`src/rtl/fifo_std_to_axis_skid.sv`:
```
// Three-entry circular skid store between the FIFO read port and the stream output.
// Pointers wrap explicitly at the last slot; a push and a pop in the same cycle keep the level.
module fifo_std_to_axis_skid #(
    parameter int DATA_WIDTH = 32,
    parameter int BUF_DEPTH  = 3
) (
    input  logic                  clk_i,
    input  logic                  rst_i,
    input  logic                  push_i,
    input  logic [DATA_WIDTH-1:0] push_data_i,
    input  logic                  pop_i,
    output logic [DATA_WIDTH-1:0] head_data_o,
    output logic [1:0]            level_o
);

    localparam logic [1:0] LAST_PTR = 2'(BUF_DEPTH - 1);

    logic [DATA_WIDTH-1:0] mem_q [BUF_DEPTH];
    logic [1:0]            wr_ptr_q, wr_ptr_d;
    logic [1:0]            rd_ptr_q, rd_ptr_d;
    logic [1:0]            level_q, level_d;

    always_comb begin
        wr_ptr_d = wr_ptr_q;
        rd_ptr_d = rd_ptr_q;
        level_d  = level_q;
        if (push_i) begin
            wr_ptr_d = (wr_ptr_q == LAST_PTR) ? 2'd0 : wr_ptr_q + 2'd1;
        end
        if (pop_i) begin
            rd_ptr_d = (rd_ptr_q == LAST_PTR) ? 2'd0 : rd_ptr_q + 2'd1;
        end
        case ({push_i, pop_i})
            2'b10:   level_d = level_q + 2'd1;
            2'b01:   level_d = level_q - 2'd1;
            default: level_d = level_q;
        endcase
    end

    always_ff @(posedge clk_i) begin
        if (rst_i) begin
            wr_ptr_q <= 2'd0;
            rd_ptr_q <= 2'd0;
            level_q  <= 2'd0;
        end else begin
            wr_ptr_q <= wr_ptr_d;
            rd_ptr_q <= rd_ptr_d;
            level_q  <= level_d;
        end
    end

    // Storage needs no reset: the level gates visibility of every slot.
    always_ff @(posedge clk_i) begin
        if (push_i) begin
            mem_q[wr_ptr_q] <= push_data_i;
        end
    end

    assign head_data_o = mem_q[rd_ptr_q];
    assign level_o     = level_q;

endmodule

```
`src/rtl/fifo_std_to_axis.sv`:
```
// Read-side adapter: standard-mode FIFO (read latency 1) to AXI4-Stream master at 1 beat/clock.
// Reads are issued only from registered occupancy and FIFO flags, never from m_tready.
module fifo_std_to_axis #(
    parameter int DATA_WIDTH = 32,
    parameter int PKT_LEN    = 0,
    parameter int BUF_DEPTH  = 3
) (
    input  logic                  wr_clk,
    input  logic                  rst,
    input  logic [DATA_WIDTH-1:0] fifo_dout,
    input  logic                  fifo_empty,
    input  logic                  fifo_rd_rst_busy,
    output logic                  fifo_rd_en,
    output logic [DATA_WIDTH-1:0] m_tdata,
    output logic                  m_tvalid,
    input  logic                  m_tready,
    output logic                  m_tlast,
    output logic [1:0]            buf_level
);

    logic                  inflight_q;
    logic                  handshake;
    logic [2:0]            occupancy;
    logic [DATA_WIDTH-1:0] head_data;
    logic [1:0]            level;

    // Every issued read must have a slot waiting for it one cycle later.
    assign occupancy  = {1'b0, level} + {2'b00, inflight_q};
    assign fifo_rd_en = !rst && !fifo_empty && !fifo_rd_rst_busy
                        && (occupancy < 3'(BUF_DEPTH));

    always_ff @(posedge wr_clk) begin
        if (rst) begin
            inflight_q <= 1'b0;
        end else begin
            inflight_q <= fifo_rd_en;
        end
    end

    // A beat transfers when m_tvalid && m_tready; while m_tvalid is high and
    // m_tready low, m_tdata, m_tvalid and m_tlast hold their values.
    assign m_tvalid  = (level != 2'd0);
    assign handshake = m_tvalid && m_tready;
    assign m_tdata   = m_tvalid ? head_data : '0;
    assign buf_level = level;

    fifo_std_to_axis_skid #(
        .DATA_WIDTH (DATA_WIDTH),
        .BUF_DEPTH  (BUF_DEPTH)
    ) u_skid (
        .clk_i       (wr_clk),
        .rst_i       (rst),
        .push_i      (inflight_q),
        .push_data_i (fifo_dout),
        .pop_i       (handshake),
        .head_data_o (head_data),
        .level_o     (level)
    );

    if (PKT_LEN == 0) begin : g_no_tlast
        assign m_tlast = 1'b0;
    end else begin : g_tlast
        localparam logic [15:0] LAST_BEAT = 16'(PKT_LEN - 1);

        logic [15:0] beat_cnt_q, beat_cnt_d;

        always_comb begin
            beat_cnt_d = beat_cnt_q;
            if (handshake) begin
                beat_cnt_d = (beat_cnt_q == LAST_BEAT) ? 16'd0 : beat_cnt_q + 16'd1;
            end
        end

        always_ff @(posedge wr_clk) begin
            if (rst) begin
                beat_cnt_q <= 16'd0;
            end else begin
                beat_cnt_q <= beat_cnt_d;
            end
        end

        assign m_tlast = m_tvalid && (beat_cnt_q == LAST_BEAT);
    end

endmodule

```
`config.mk`:
```
export PLATFORM = sky130hd
export DESIGN_NAME = fifo_std_to_axis
export DESIGN_NICKNAME = d
export VERILOG_FILES = /design/src/rtl/fifo_std_to_axis_skid.sv /design/src/rtl/fifo_std_to_axis.sv
export SDC_FILE = /design/constraint.sdc
export NUM_CORES = 1
export LEC_CHECK = 0
export CAP_MARGIN = 20
export CELL_PAD_IN_SITES_DETAIL_PLACEMENT = 1
export CELL_PAD_IN_SITES_GLOBAL_PLACEMENT = 1
export CORE_ASPECT_RATIO = 0.75
export CORE_MARGIN = 4
export CORE_UTILIZATION = 48
export CTS_BUF_LIST = sky130_fd_sc_hd__clkbuf_8
export DETAILED_ROUTE_END_ITERATION = 8
export DONT_BUFFER_PORTS = 1
export HOLD_SLACK_MARGIN = 0.15
export PLACE_DENSITY_LB_ADDON = 0.1
export SKIP_LAST_GASP = 1
export SYNTH_ARGS = -nofsm -noshare
export SYNTH_HDL_FRONTEND = slang
export SYNTH_HIERARCHICAL = 1
export SYNTH_SLANG_ARGS = --single-unit
```
`constraint.sdc`:
```
create_clock -name wr_clk -period 3.07 [get_ports wr_clk]
set_input_delay 0.921 -clock wr_clk [delete_from_list [all_inputs] [get_ports wr_clk]]
set_output_delay 0.921 -clock wr_clk [all_outputs]
set_load 0.05 [all_outputs]
```
==> results of run 1 <==
==> flip-flops by register name, indices dropped and copies added, names as in the netlist, named ones only <==
| name | flops |
|---|---|
| u_skid/mem_q | 96 |
| u_skid/level_o | 2 |
| u_skid/rd_ptr_q | 2 |
| inflight_q | 1 |
| u_skid/wr_ptr_q | 2 |
==> how the worst max path moves through the flow <==
stage / from / end / slack [ns] / cells past startpoint
detailed placement: fifo_empty / fifo_rd_en / 0.38 / 3
global placement: fifo_empty / fifo_rd_en / 0.40 / 3
floorplan: fifo_empty / fifo_rd_en / 0.24 / 2
CTS: u_skid/level_o[0] / fifo_rd_en / 0.21 / 5
global route: u_skid/level_o[0] / fifo_rd_en / 0.14 / 5
finish: u_skid/level_o[0] / fifo_rd_en / 0.24 / 5
==> logic make-up after synthesis <==
logic type | after synthesis | synth area share [%]
XOR/XNOR | 2 | 0.421
adder cells (fa/ha/maj) | 3 | 0.902
flip-flops | 105 | 73.6
multiplexers | 33 | 7.97
buffers and inverters | 18 | 2.50
AO/OA/AOI/OAI | 39 | 4.81
AND/OR/NAND/NOR | 80 | 9.71
other | 1 | 0.0901
==> cell usage in the layout (no fill, tap or decap), types with 2 or more instances in the layout <==
cell,count
buf_12,2
clkbuf_8,9
mux2i_1,32
inv_6,4
nor2b_1,34
nand2_1,35
dfxtp_2,2
nor2_1,3
dfxtp_1,7
inv_1,3
buf_4,39
edfxtp_1,96
nor2_4,3
o21ai_0,33
a21oi_1,4
ha_1,3
==> area by class of cell <==
cell class	count	area (sq um)	share of cell area (%)
Timing Repair Buffer	41	333	7.00
Inverter	3	11.3	0.237
Tap cell	108	135	2.84
Sequential cell	105	3070	64.5
Multi-Input combinational cell	158	1030	21.7
Clock buffer	9	124	2.61
Clock inverter	7	51.3	1.08
==> worst max-delay path, cell delays in order (launching register included) <==
cell	delay, ns
dfxtp_1	0.40
ha_1	0.23
ha_1	0.18
or4_4	0.42
a21oi_2	0.12
buf_4	0.21
==> per-layer routing <==
metal  wire length, microns  GRT usage (%)  up-vias
li1                       -              -     1086
met1                   3170           18.9     1096
met2                   3820           26.7       47
met3                    530           5.74       11
met4                    117           6.08        0
met5                      0              0        -
==> power by group through the flow <==
stage | sequential (mW) | clock (mW) | combinational, mW
4_1_cts | 1.61 | 0.794 | 0.725
3_3_place_gp | 1.64 | 0 | 0.718
3_5_place_dp | 1.64 | 0 | 0.724
5_1_grt | 1.61 | 0.868 | 0.757
6_report | 1.61 | 0.769 | 0.713
2_1_floorplan | 1.65 | 0 | 0.525
==> metrics by stage <==
step	setup slack, ns	instance area, sq um	power, mW	hold WS (ns)
CTS	0.206	4750	3.13	0.500
detailed placement	0.381	4580	2.36	0.484
finish	0.242	4750	3.09	0.492
global route	0.142	4750	3.24	0.530
floorplan	0.237	4170	2.17	0.454
global placement	0.398	4580	2.36	0.466
==> flow_metrics.tcl, run 1 <==
set metrics [dict create \
    port_buffers 0 \
    outcome "finished clean" \
    totalNegativeSetupSlack_ns 0 \
    final_core_util_pct 56.2 \
    timing_max_transition_violations_final 0 \
    final_antenna_net_count 0 \
    cts_root_buffer "clkbuf_8" \
    synth.yosys.warnings 6 \
    dp_hpwl_microns 4820 \
    power_switching_share_pct 31.8 \
    via_count_of_the_first_global_routing_pass 2349 \
    cts-resized-gates 0 \
    cts.reportedPaths.clkPinSlew_ns 0.09 \
    core_area_sq_um 8450 \
    combinationalPowerShare_pct 23.1 \
    biggest_area_contributors_in_the_synthesized_netlist "edfxtp_1, mux2i_1, nor2b_1" \
    clock_power_share_pct 24.9 \
    critical_path.reg2reg.startpoint "u_skid/level_o[0]" \
    grt_overflow 0 \
    post_route_cells_drive_above_1_share_pct 20.4 \
    timing.reg2reg.setup_slack_ns 0.82 \
    top_level_ports 74 \
    min-delay-path-class "register to register" \
    antenna_violations_before_repair 0 \
    sequential_element_share_of_the_synthesized_area_pct 73.6 \
    cts-htree-levels 3 \
    cell_internal_pwr_mw 2.11 \
    yosys_register_bits 105 \
    place.detailed.instances 415 \
    nNetsFinal 358 \
    slew_headroom_pct 43.2 \
    arrival_ns 1.91 \
    fp.dieW_microns 116 \
    post_synth_instance_area_sq_um 4160 \
    max_freq_ghz 0.354 \
    cts_post_setup_buffers_inserted 0 \
    clk_latency_ns 0.36 \
    layout.filler_cells 830 \
    drt_first_pass_iters 4 \
    critical_path.reg2reg.endpoint "u_skid/level_o[1]" \
    synth_largest_type_area_fraction_pct 69.3 \
    std_cell_rows 29 \
    synth_enable_flop_cells 96 \
    gr-usage-all-layers_pct 15.9 \
    criticalPathCategory "register to output pin" \
    diodes 0 \
    drt-vias-per-instance 5.20 \
    yosys_most_used_dff "edfxtp_1" \
    post_synth.cell_area_avg_sq_um 14.8 \
    die_area_sq_um 10200 \
    finalWirelength_microns 7640 \
    detailedRoute.firstIterationViolations 77 \
    cts_hold_buf 0 \
    p_seq_share_pct 52.0 \
    cts_max_path_buffers 2 \
    place.gp.congestion 0.717 \
    timing.critical_path.required_ns 2.15 \
    finalClockSkew_ns 0.0107 \
    critical_path.max_fanout 5 \
    worstRegToRegCells 5 \
    holdPathStages 2 \
    detail_route.drc_violations 0 \
    netlist_instances 281 \
    irDropWorstVdd_uv 354 \
    clock-sinks 105 \
    fin_cells 431 \
    top_count_cell_post_synth "edfxtp_1" \
    netlist_top_cells_count "edfxtp_1, nand2_1, nor2b_1" \
    post_drt_wl_per_cell_microns 17.7 \
    finalSetupViolations 0 \
    timing_worst_slew_pin_value_ns 0.850 \
    grt_max_degree 65 \
    area_growth_syn_to_layout_pct 14.2 \
    hold_viol_final 0 \
    ys_async_sr_fraction_pct 0 \
    switchingPower_mw 0.982 \
    grt_first_pass_wirelength_microns 11900 \
    cts_buffers 9 \
    power_density_nw_per_um2 650 \
    cts_tree "yes" \
    endpoint_kind "output pin" \
    max_cap_viol_count 0 \
    synth_area_leader_cell "edfxtp_1" \
    die_height_microns 88.6 \
    timing.critical_path.from_type "register" \
    layout_worst_path_cycle_share_pct 92.1 \
    synthDistinctLibCells 24 \
    routed-via-count 2240 \
    p_leak_nw 1.53 \
    nets_in_the_synthesized_netlist 321 \
    floorplan.initialDensity_pct 49.2 \
    hp-start "u_skid/rd_ptr_q[1]" \
    finalCriticalPeriod_ns 2.83 \
    setup_repair_after_global_routing_missed_its_margin "false" \
]
No activity file was read; power rests on OpenSTA's default activity.
==> run 2: changes to the inputs <==
--- a/config.mk
+++ b/config.mk
@@ -11,7 +11,7 @@
 export CORE_ASPECT_RATIO = 0.75
 export CORE_MARGIN = 4
 export CORE_UTILIZATION = 48
-export CTS_BUF_LIST = sky130_fd_sc_hd__clkbuf_8
+export CTS_BUF_LIST = sky130_fd_sc_hd__clkbuf_4 sky130_fd_sc_hd__clkbuf_8
 export DETAILED_ROUTE_END_ITERATION = 8
 export DONT_BUFFER_PORTS = 1
 export HOLD_SLACK_MARGIN = 0.15
==> results of run 2 <==
Same layout as run 1: the final DEF is identical, and so are final timing and power.
